File: src/rtl/dm_port_arbiter.sv
// Two-port round-robin arbiter in front of the single-port data memory.
// One command is in flight at a time; reads return on the winner's rvalid.
module dm_port_arbiter #(
  parameter int ADDR_W = 10,
  parameter int DATA_W = 32
) (
  input  logic              clk,
  input  logic              rst,
  input  logic              req0,
  input  logic              we0,
  input  logic [ADDR_W-1:0] addr0,
  input  logic [DATA_W-1:0] wdata0,
  output logic              gnt0,
  output logic              rvalid0,
  output logic [DATA_W-1:0] rdata0,
  input  logic              req1,
  input  logic              we1,
  input  logic [ADDR_W-1:0] addr1,
  input  logic [DATA_W-1:0] wdata1,
  output logic              gnt1,
  output logic              rvalid1,
  output logic [DATA_W-1:0] rdata1,
  output logic              mem_en,
  output logic              mem_we,
  output logic [ADDR_W-1:0] mem_addr,
  output logic [DATA_W-1:0] mem_wdata,
  input  logic [DATA_W-1:0] mem_rdata
);

  typedef enum logic [1:0] {
    IDLE = 2'd0,
    CMD  = 2'd1,
    RESP = 2'd2
  } state_t;

  state_t              state_q, state_d;
  logic                cmd_we_q, cmd_we_d;
  logic [ADDR_W-1:0]   cmd_addr_q, cmd_addr_d;
  logic [DATA_W-1:0]   cmd_wdata_q, cmd_wdata_d;
  logic                cmd_port_q, cmd_port_d;
  logic                last_port_q, last_port_d;
  logic                win_s;

  // State and command registers; last_port resets to 1 so the first tie goes to port 0
  always_ff @(posedge clk or negedge rst) begin
    if (!rst) begin
      state_q     <= IDLE;
      cmd_we_q    <= 1'b0;
      cmd_addr_q  <= '0;
      cmd_wdata_q <= '0;
      cmd_port_q  <= 1'b0;
      last_port_q <= 1'b1;
    end else begin
      state_q     <= state_d;
      cmd_we_q    <= cmd_we_d;
      cmd_addr_q  <= cmd_addr_d;
      cmd_wdata_q <= cmd_wdata_d;
      cmd_port_q  <= cmd_port_d;
      last_port_q <= last_port_d;
    end
  end

  // Round-robin pick plus next-state; arbitration is live in IDLE and RESP
  always_comb begin
    state_d     = state_q;
    cmd_we_d    = cmd_we_q;
    cmd_addr_d  = cmd_addr_q;
    cmd_wdata_d = cmd_wdata_q;
    cmd_port_d  = cmd_port_q;
    last_port_d = last_port_q;

    if (req0 && req1) begin
      win_s = ~last_port_q;
    end else if (req1) begin
      win_s = 1'b1;
    end else begin
      win_s = 1'b0;
    end

    case (state_q)
      IDLE, RESP: begin
        if (req0 || req1) begin
          cmd_we_d    = win_s ? we1    : we0;
          cmd_addr_d  = win_s ? addr1  : addr0;
          cmd_wdata_d = win_s ? wdata1 : wdata0;
          cmd_port_d  = win_s;
          last_port_d = win_s;
          state_d     = CMD;
        end else begin
          state_d = IDLE;
        end
      end
      CMD: begin
        if (cmd_we_q) begin
          state_d = IDLE;
        end else begin
          state_d = RESP;
        end
      end
      default: state_d = IDLE;
    endcase
  end

  // Moore output decode; everything is zero outside the state that owns it
  always_comb begin
    gnt0      = 1'b0;
    gnt1      = 1'b0;
    rvalid0   = 1'b0;
    rvalid1   = 1'b0;
    rdata0    = '0;
    rdata1    = '0;
    mem_en    = 1'b0;
    mem_we    = 1'b0;
    mem_addr  = '0;
    mem_wdata = '0;
    case (state_q)
      CMD: begin
        mem_en    = 1'b1;
        mem_we    = cmd_we_q;
        mem_addr  = cmd_addr_q;
        mem_wdata = cmd_wdata_q;
        gnt0      = ~cmd_port_q;
        gnt1      = cmd_port_q;
      end
      RESP: begin
        rvalid0 = ~cmd_port_q;
        rvalid1 = cmd_port_q;
        if (cmd_port_q) begin
          rdata1 = mem_rdata;
        end else begin
          rdata0 = mem_rdata;
        end
      end
      default: begin
        gnt0 = 1'b0;
      end
    endcase
  end

endmodule

File: config.mk
export PLATFORM = sky130hd
export DESIGN_NAME = dm_port_arbiter
export DESIGN_NICKNAME = d
export VERILOG_FILES = /design/src/rtl/dm_port_arbiter.sv
export SDC_FILE = /design/constraint.sdc
export NUM_CORES = 1
export LEC_CHECK = 0
export BUFFER_PORTS_ARGS = -buffer_cell sky130_fd_sc_hd__buf_4
export CAP_MARGIN = 10
export CORE_ASPECT_RATIO = 0.8
export CORE_MARGIN = 1.5
export CORE_UTILIZATION = 39
export DETAILED_ROUTE_END_ITERATION = 10
export GPL_ROUTABILITY_DRIVEN = 0
export PLACE_DENSITY = 0.81
export SYNTH_ARGS = -nofsm -noshare
export SYNTH_HDL_FRONTEND = slang
export SYNTH_SLANG_ARGS = --single-unit
File: constraint.sdc
create_clock -name clk -period 1.5 [get_ports clk]
set_input_delay 0.225 -clock clk [delete_from_list [all_inputs] [get_ports clk]]
set_output_delay 0.225 -clock clk [all_outputs]
set_load 0.01 [all_outputs]
**After elaboration in Yosys (flattened, before gate mapping)**

Index checks and enable logic that the tools add are counted.

- Flip-flop bits (word level): 47
- Logic and storage cells: 35
- Bits of input ports: 122
- Output and inout bits: 112

- Bitwise logic cells: 2
- Mux-type cells: 20
- Reductions and logical operators: 5
- Equality and inequality tests: 2

Operators with widths:

| cell | count |
|---|---|
| $mux W32 | 6 |
| $mux W10 | 2 |
| $mux W1 | 10 |
| $pmux W2 S2 | 1 |
| $eq A2 B1 Y1 const B | 1 |
| $eq A2 B2 Y1 const B | 1 |
| $logic_not A2 Y1 | 1 |
| $mux W2 | 1 |
| $not A1 Y1 | 2 |
| $reduce_and A2 Y1 | 1 |
| $reduce_or A2 Y1 | 1 |
| $logic_and A1 B1 Y1 | 1 |
| $logic_or A1 B1 Y1 | 1 |

**Logic depth before layout (Yosys ltp)**

Gate-level depths: netlist of run 1.

- Depth after elaboration: 3
- Mapped depth: 5

**Worst setup path before layout of run 1**

No wires, ideal clock.

- Path kind: reg2out
- From: register cmd_port_q
- To: output port rdata0[20]
- Stages on the path, launching flop included: 5
- Path slack: 0.140 ns
- Data arrival time: 1.135 ns
- Path through: dfrtp_1 > inv_1 > and3_1 > clkbuf_1 > and2_1

- Cells in the longest elaborated chain, start to end: 2

Ends and longest elaborated chain:

| what | RTL line | source |
|---|---|---|
| start: declaration | 40 | `logic cmd_port_q, cmd_port_d;` |
| start signal: assignment | 58 | `cmd_port_q <= cmd_port_d;` |
| $mux W32 | 128 | `if (cmd_port_q) begin` |
| $mux W32 | 116 | `case (state_q)` |
| end: declaration | 15 | `output logic [DATA_W-1:0] rdata0,` |

No other way between the ends.

**Final worst setup path of run 1**

- From: register state_q[1]
- To: output port rdata1[8]

- Cells in the longest elaborated chain, start to end: 2

Ends and longest elaborated chain:

| what | RTL line | source |
|---|---|---|
| start: declaration | 36 | `state_t state_q, state_d;` |
| start signal: assignment | 54 | `state_q <= state_d;` |
| $eq A2 B2 Y1 | 116 |  |
| $mux W32 | 116 |  |
| end: declaration | 22 | `output logic [DATA_W-1:0] rdata1,` |

No other way between the ends.

==> results of run 1 <==
state kept, by name, indices dropped and copies added (netlist names):
signal       count
cmd_wdata_q     32
cmd_addr_q      10
state_q          2
cmd_port_q       1
cmd_we_q         1
last_port_q      1
synthesized netlist by cell type (all sizes together):
cell type / instances / share of area, %
o21ba: 1 / 0.35
and3: 2 / 0.44
a21oi: 1 / 0.18
dfstp: 1 / 0.93
nand2: 86 / 11
inv: 3 / 0.40
nand2b: 1 / 0.22
dfrtp: 46 / 41
clkbuf: 10 / 1.3
and2: 107 / 24
buf: 19 / 3.9
o22ai: 1 / 0.22
a21boi: 1 / 0.40
a31oi: 44 / 9.7
nor2: 46 / 6.1
a21bo: 1 / 0.35
cell type report:
| cell class | instances | area, um2 | area share (%) |
|---|---|---|---|
| flip-flops and latches | 47 | 1180 | 21.7 |
| clock inverters | 3 | 22.5 | 0.414 |
| well taps | 87 | 109 | 2.00 |
| multi-input cells | 293 | 1700 | 31.2 |
| inverters | 3 | 13.8 | 0.253 |
| clock buffers | 5 | 68.8 | 1.27 |
| repair buffers | 258 | 2350 | 43.2 |
cell usage in the layout, fill, tap and decap left out, drive strengths merged:
cell type    Yosys  layout
a31oi           44      44
dfrtp           46      46
a21boi           1       3
clkinv           0       2
nand2           86      86
nor2            46      46
buf             19     251
dfstp            1       1
dlygate4sd3      0       1
and2           107     107
inv              3       4
clkbuf          10      11
nand2b           1       1
a21oi            1       1
and3             2       2
a21bo            1       1
o21ba            1       1
o22ai            1       1
metrics by stage:
step | std cells | area [um2]
final | 696 | 5440
after global routing | 696 | 5440
after CTS | 683 | 4860
after detailed placement | 672 | 4710
after global placement | 672 | 4710
after floorplan | 370 | 2840
cells by family (layout without fill, tap and decap cells):
logic type,count (synthesis),count (layout)
AND/OR/NAND/NOR,242,242
AO/OA/AOI/OAI,49,51
flip-flops,47,47
buffers and inverters,32,269
how the worst min path moves through the flow:
stage | depth (start not counted) | slack [ns] | start | to
floorplan | 0 | -0.07 | rst | cmd_addr_q[0]
global placement | 1 | 0.27 | rst | cmd_wdata_q[6]
detailed placement | 1 | 0.28 | rst | cmd_wdata_q[6]
CTS | 3 | 0.15 | wdata1[10] | cmd_wdata_q[10]
global route | 3 | 0.16 | we1 | cmd_we_q
finish | 3 | 0.16 | wdata0[10] | cmd_wdata_q[10]
report_power, final:
part | internal, mW | switching [mW]
Combinational | 1.30 | 1.04
Clock | 0.335 | 0.478
Sequential | 1.55 | 0.157
Total | 3.19 | 1.67
worst reg2reg max path, delay by kind of cell, from the launching register on:
kind / cells / cell delay [ns]
flops: 1 / 0.61
buf+inv: 2 / 0.30
simple gates: 1 / 0.08
compound gates: 2 / 0.37
timing repair:
item	CTS	global route
hold buffers	1	0
setup endpoints to repair	153	133
gates resized for setup	7	118
pin swaps	1	37
setup buffers	1	5
hold endpoints to repair	46	0
cloned	1	8
per-layer routing:
metal  GRT usage (%)  share of wire (%)
met1            31.2                 38
met2            43.7                 50
met3            8.63                8.6
met4            10.1                3.5
met5               0                  0
==> run metrics, run 1 <==
Setup violations, final 112; Worst Slack Setup Final -0.243 ns; layout cells sized above 1 54.2%; worst hold path type input port to flop; row count 27; Final Core Density 78.1%; CTS tree built; Reg clk slew, reported paths 0.10 ns; io pins 234; vias in the first global route 3,285; Post-Place Setup Slack -0.245 ns; H-tree depth 2; first-pass GRT wire length 16,100 um; Leak Pwr 2.77 nW; die height 79.3 um; Detail Route Antenna Nets 0; peak supply drop 0.000594 V; simple-gate portion of the synthesized area 41.7%; hpwl dp 7540 um; core region area 6960 um2; cell mode on critical path buf_4; crit path kind flop to output port; Layout area overhead 91.6%; initial antenna violation count 0; die footprint 7800 um2; total number of vias 3,553; post-synthesis sequential area ratio 41.5%; WL final 12,100 um; setup_tns -22.33 ns; Avg Inst Size Synth 7.67 um2; Die Width 98.4 um; unrepaired setup endpoints after global routing true; Worst EP arrival 1.52 ns; largest family of logic cells by synthesized area simple AND/OR/NAND/NOR gates; Worst setup SP type flop; yosys synthesis warning count 0; CP peak stage delay 0.39 ns; Pwr Total 4.87 mW; PD cells 895 nW/um2; PortBufs 233; TritonCTS Buffers 5; Slew @ Worst Pin 0.742 ns; Max Cap Viol 0; post-synthesis mux area share 0%; clock latency on the worst-skew pair 0.31 ns; routed wire length per instance 17.4 um; Synth Area in Compound Gates 11.2%; fill count 485; worst r2r src last_port_q; router iterations before antenna repair 4; status complete, but fails checks; flip-flop and latch count after synthesis 47; clk_skew 0.00682 ns; Max transition margin 50.2%; Adder-Cell Fraction of Synth Area 0%; Critical path buffers and inverters 3; Worst R2R Setup Slack 0.06 ns; Slew Limit Fails 0; worst r2r dst cmd_wdata_q[12]; Clock Tree Root clkbuf_8; Setup crit start state_q[1]; synthesized area 2840 um2; failing checks setup timing; XOR/XNOR Fraction of Synth Area 0%; Mapped Nets 492; Crit path depth 5; Layout Nets 730; WHS 0.164 ns; Inserted Diodes 0; f_max 0.574 GHz; drt drc 0; Req. time, crit path 1.27 ns; Clock Path Buffers 2; crit-path leading delay family buffers and inverters; critical path's slowest cell dfrtp_1; Worst Setup End Kind output port; critical path fanouts, max 16; total grt overflow 0; Vias/cell 5.10; initial DRC count 140; largest net degree at the start of global routing 59; crit path to rdata1[8]; worst-path cell chain buf_4, and3_4, clkbuf_16, and2_1, buf_4; FF-to-FF path depth 5; GR Util All Layers 26.1%; Final Hold Vio Count 0; Min Clock Period, post-route 1.74 ns; synth unique cells 19; clock sink count 47; fin crit share 116%; Starting Density 40.8%; Synth Instances 370
(Power assumes the default switching activity.)
==> run 2: changes to the inputs <==
--- a/config.mk
+++ b/config.mk
@@ -8,11 +8,12 @@
 export BUFFER_PORTS_ARGS = -buffer_cell sky130_fd_sc_hd__buf_4
 export CAP_MARGIN = 10
 export CORE_ASPECT_RATIO = 0.8
-export CORE_MARGIN = 1.5
+export CORE_MARGIN = 2
 export CORE_UTILIZATION = 39
 export DETAILED_ROUTE_END_ITERATION = 10
 export GPL_ROUTABILITY_DRIVEN = 0
 export PLACE_DENSITY = 0.81
+export REMOVE_ABC_BUFFERS = 1
 export SYNTH_ARGS = -nofsm -noshare
 export SYNTH_HDL_FRONTEND = slang
 export SYNTH_SLANG_ARGS = --single-unit
==> run 2 against run 1 <==
Compared with the run above:
- the run still ends with setup timing left
- combinational power is 6% higher
- via count hardly changed
- critical path depth is 1 higher
- sequential share of layout area is 0.16 points lower
- sequential power hardly changed
- first-iteration DRC count is 10% higher
- worst hold slack better by 0.0061 ns
- clock skew is 0.0042 ns higher
- clock-buffer cell count is 2 higher
- critical path type unchanged
==> run metrics, run 2 (synthesized netlist as in run 1, its figures left out) <==
status complete, but fails checks; failing checks setup timing; drt drc 0; clk_skew 0.0110 ns; worst hold path type input port to flop; Max Cap Viol 0; router iterations before antenna repair 4; Req. time, crit path 1.27 ns; routed wire length per instance 17.4 um; total number of vias 3,552; Slew Limit Fails 0; Worst R2R Setup Slack 0.04 ns; Max transition margin 56.9%; power share of the sequential group 34.6%; fin area 5480 um2; total grt overflow 0; hpwl dp 7310 um; Worst Slack Setup Final -0.197 ns; Inserted Diodes 0; commonest non-fill, non-tap cells in the layout buf_4, nand2_1, and2_1, dfrtp_1, nor2_1; Largest register FFs 32; Die Width 99.4 um; layout cells sized above 1 52.0%; PortBufs 233; die height 80.3 um; unrepaired setup endpoints after global routing true; initial antenna violation count 0; io pins 234; Min Clock Period, post-route 1.70 ns; Detail Route Antenna Nets 0; clock latency on the worst-skew pair 0.30 ns; Layout area overhead 93.1%; f_max 0.589 GHz; GR Util All Layers 25.9%; Logic pwr share 50.3%; die footprint 7980 um2; Vias/cell 5.03; largest net degree at the start of global routing 52; Clock Path Buffers 2; Slew @ Worst Pin 0.647 ns; Worst EP arrival 1.47 ns; crit path kind flop to output port; core region area 6960 um2; Worst setup SP type flop; initial DRC count 154; sw power 1.68 mW; Clock Tree Root clkbuf_8; TritonCTS Buffers 5; Leak Pwr 2.80 nW; commonest non-fill, non-tap cell in the layout buf_4; WL final 12,300 um; row count 27; H-tree depth 2; clock sink count 47; critical path fanouts, max 9; placed cell areas 4710 um2; Sw Ratio 33.9%; peak supply drop 0.000648 V; CTS tree built; clock share of power 15.2%; Final Hold Vio Count 0; Starting Density 40.8%; PD cells 905 nW/um2; Biggest register cmd_wdata_q; fin crit share 113%; Worst Setup End Kind output port; Layout Nets 740; WHS 0.170 ns; Regs by FF count cmd_wdata_q: 32 flops, cmd_addr_q: 10 flops, state_q: 2 flops; Setup violations, final 112; first-pass GRT wire length 16,300 um; Reg clk slew, reported paths 0.09 ns; vias in the first global route 3,230; Int Pwr 3.28 mW
[run 2: changes by cell type in the layout (fill, tap and decap cells not counted), moves of 3 or more]
cell	delta
buf_6	-17
buf_4	+24
buf_12	+3
and2_4	-22
and2_1	+22
nand2_1	-3
buf_8	-3
nand2_2	+3
[run 2: final cells by class]
class	count	area (um2)
clock buffers	7	76.3
multi-input cells	294	1690
clock inverters	1	5.00
well taps	87	109
repair buffers	267	2410
inverters	3	18.8
fillers	483	1480
flip-flops and latches	47	1180
[run 2: stage by stage]
stage          TNS [ns]  cells  setup slack, ns  util (%)  total power, mW
6_report         -16.81    706           -0.197      78.7             4.96
5_1_grt          -22.83    706           -0.251      78.7             5.25
4_1_cts          -15.27    686           -0.186      71.1             4.45
3_5_place_dp      -7.87    670           -0.263      67.7             3.60
3_3_place_gp      -6.56    670           -0.172      67.7             3.54
2_1_floorplan    -39.09    341           -0.871         -             2.54
[run 2: routing by layer]
metal / track usage (%) / vias up / share of wire [%]
met5: 0 / - / 0
met4: 7.81 / 0 / 2.4
met3: 6.61 / 23 / 8.7
met2: 48.0 / 168 / 52
met1: 29.4 / 1681 / 37
li1: - / 1680 / -
[run 2: path summary, 6_finish.rpt]
check / endpoint / start / cells after the start
worst max-delay path: mem_wdata[9] / state_q[0] / 6
worst min-delay path: cmd_wdata_q[0] / wdata0[0] / 3
worst max register to register: cmd_wdata_q[6] / last_port_q / 5
worst min register to register: state_q[1] / cmd_we_q / 1
max in group asynchronous: cmd_wdata_q[20] / rst / 2
min in group asynchronous: cmd_wdata_q[10] / rst / 2
[run 2: power groups by stage]
stage / Combinational [mW] / Clock [mW] / Sequential [mW]
final: 2.49 / 0.751 / 1.71
after global routing: 2.67 / 0.823 / 1.75
after CTS: 1.97 / 0.768 / 1.71
after detailed placement: 1.88 / 0 / 1.72
after global placement: 1.84 / 0 / 1.70
after floorplan: 0.861 / 0 / 1.68
[run 2: critical path, cell delays in order (launching register included)]
cell,delay (ns)
dfrtp_1,0.42
buf_6,0.13
nand2b_4,0.09
inv_8,0.06
clkbuf_16,0.16
and2_1,0.16
buf_4,0.14
[run 2: repair_timing]
item	4_1_cts	5_1_grt
gates resized for setup	14	75
buffers inserted	4	9
endpoints found under the setup margin	153	147
hold buffers	1	0
cloned	3	12
endpoints found under the hold margin	46	0
pin swaps	4	28
==> run 3: changes to the inputs <==
--- a/config.mk
+++ b/config.mk
@@ -6,13 +6,12 @@
 export NUM_CORES = 1
 export LEC_CHECK = 0
 export BUFFER_PORTS_ARGS = -buffer_cell sky130_fd_sc_hd__buf_4
-export CAP_MARGIN = 10
 export CORE_ASPECT_RATIO = 0.8
 export CORE_MARGIN = 2
 export CORE_UTILIZATION = 39
 export DETAILED_ROUTE_END_ITERATION = 10
 export GPL_ROUTABILITY_DRIVEN = 0
-export PLACE_DENSITY = 0.81
+export PLACE_DENSITY = 0.92
 export REMOVE_ABC_BUFFERS = 1
 export SYNTH_ARGS = -nofsm -noshare
 export SYNTH_HDL_FRONTEND = slang
==> constraint.sdc (replaced) <==
create_clock -name clk -period 1.5 [get_ports clk]
set_input_delay 0.375 -clock clk [delete_from_list [all_inputs] [get_ports clk]]
set_output_delay 0.375 -clock clk [all_outputs]
set_load 0.01 [all_outputs]
==> run 3 against run 2 <==
Compared with the run above:
- the flow still finishes with violations (setup timing)
- power decreased by 6.6%
- routed wire length decreased by 8.1%
- clock-buffer cell count increased by 1
- sequential share of layout area increased by 0.75 points
- non-clock buffer count decreased by 14
- critical path type unchanged
==> run metrics, run 3 (synthesized netlist as in run 1, its figures left out) <==
status complete, but fails checks; failing checks setup timing; final std cells w/o fill 689; DP Cell Count 671; Max Cap Viol 0; f_max 0.543 GHz; clock latency on the worst-skew pair 0.30 ns; Vias/cell 5.07; worst r2r src state_q[0]; Worst Setup End Kind output port; commonest non-fill, non-tap cell in the layout buf_4; Setup violations, final 112; Req. time, crit path 1.12 ns; Clock Tree Root clkbuf_8; setup_tns -33.17 ns; Die Width 99.4 um; Detail Route Antenna Nets 0; Min Clock Period, post-route 1.84 ns; FF-to-FF path depth 5; Final Core Density 76.1%; total grt overflow 0; Slew @ Worst Pin 0.599 ns; router iterations before antenna repair 5; Leak Pwr 2.70 nW; fin crit share 123%; Clock Path Buffers 2; Biggest register cmd_wdata_q; core region area 6960 um2; WHS 0.0743 ns; Final Hold Vio Count 0; Layout area overhead 86.6%; critical path's slowest cell dfrtp_1; initial DRC count 106; placed cell areas 4720 um2; Post-Place Setup Slack -0.00658 ns; crit-path leading delay family flip-flops; Pwr Total 4.63 mW; largest net degree at the start of global routing 48; Inserted Diodes 0; Max transition margin 60.1%; TritonCTS Buffers 5; die footprint 7980 um2; CP peak stage delay 0.42 ns; crit path kind flop to output port; worst hold path type input port to async pin; PortBufs 233; Crit path depth 5; layout cells sized above 1 52.7%; die height 80.3 um; Setup crit start cmd_port_q; Worst Slack Setup Final -0.342 ns; PD cells 874 nW/um2; vias in the first global route 3,473; Largest register FFs 32; unrepaired setup endpoints after global routing true; routed wire length per instance 16.3 um; power share of the sequential group 36.8%; clk_skew 0.00739 ns; Reg clk slew, reported paths 0.09 ns; hpwl dp 7500 um; Slew Limit Fails 0; Worst setup SP type flop; CTS Hold Bufs 0; Logic pwr share 45.1%; Sw Ratio 32.9%; worst-path cell chain inv_2, and3_4, buf_12, and2_1, buf_4; io pins 234; first-pass GRT wire length 16,300 um; Int Pwr 3.11 mW; Regs by FF count cmd_wdata_q: 32 flops, cmd_addr_q: 10 flops, state_q: 2 flops; worst r2r dst cmd_wdata_q[30]; H-tree depth 2; initial antenna violation count 0; WL final 11,300 um; row count 27; total number of vias 3,496; Layout Nets 723; Worst EP arrival 1.47 ns; clock sink count 47; fill count 459; sw power 1.52 mW; drt drc 0; fin area 5300 um2; Starting Density 40.8%; clock share of power 18.1%; Critical path buffers and inverters 3; GR Util All Layers 25.9%; Worst R2R Setup Slack 0.09 ns; crit path to rdata0[24]; commonest non-fill, non-tap cells in the layout buf_4, nand2_1, and2_1, buf_6, and2_4; critical path fanouts, max 17; peak supply drop 0.000665 V; CTS tree built
-- run 3: cell types whose count changed in the layout (fill, tap and decap cells not counted), sizes merged --
cell         delta
buf             -8
clkbuf          -4
a21boi          -3
clkinv          -1
dlygate4sd3     -1
-- run 3: worst reg2reg max path: cells and delay by family, from the launching register on --
family                 cells  cell delay, ns
and+or+nand+nor            1            0.09
AOI/OAI and AO/OA          2            0.47
buffers and inverters      2            0.38
DFF                        1            0.40
-- run 3: worst min-delay path by stage --
stage | slack (ns) | startpoint | endpoint
floorplan | 0.08 | rst | cmd_addr_q[0]
global placement | 0.42 | rst | cmd_addr_q[6]
detailed placement | 0.42 | rst | cmd_addr_q[2]
CTS | 0.09 | rst | cmd_addr_q[6]
global route | 0.12 | rst | cmd_addr_q[6]
finish | 0.07 | rst | cmd_addr_q[2]
-- run 3: power groups by stage --
stage	Combinational, mW	Sequential, mW	Clock [mW]
finish	2.09	1.70	0.838
CTS	2.01	1.70	0.864
floorplan	0.861	1.68	0
global placement	1.83	1.70	0
global route	2.26	1.74	0.917
detailed placement	1.88	1.73	0
-- run 3: final cells by class --
type,count,area (um2),share of cell area [%]
repair buffers,253,2250,42.5
inverters,3,11.3,0.213
clock buffers,8,100,1.89
multi-input cells,291,1650,31.1
flip-flops and latches,47,1180,22.2
well taps,87,109,2.06
-- run 3: per-layer routing --
| layer | global-route usage, % | wire [um] | up-vias |
|---|---|---|---|
| met2 | 48.9 | 5980 | 163 |
| met3 | 8.88 | 1000 | 29 |
| met1 | 25.9 | 3930 | 1660 |
| li1 | - | - | 1644 |
| met5 | 0 | 0 | - |
| met4 | 10.7 | 348 | 0 |
-- run 3: what timing repair did --
item                                   4_1_cts  5_1_grt
setup buffers                                4        2
gates resized for setup                     75       37
setup endpoints to repair                  112      112
cloned                                       3        1
pin swaps                                   19       20
endpoints found under the hold margin        0        0
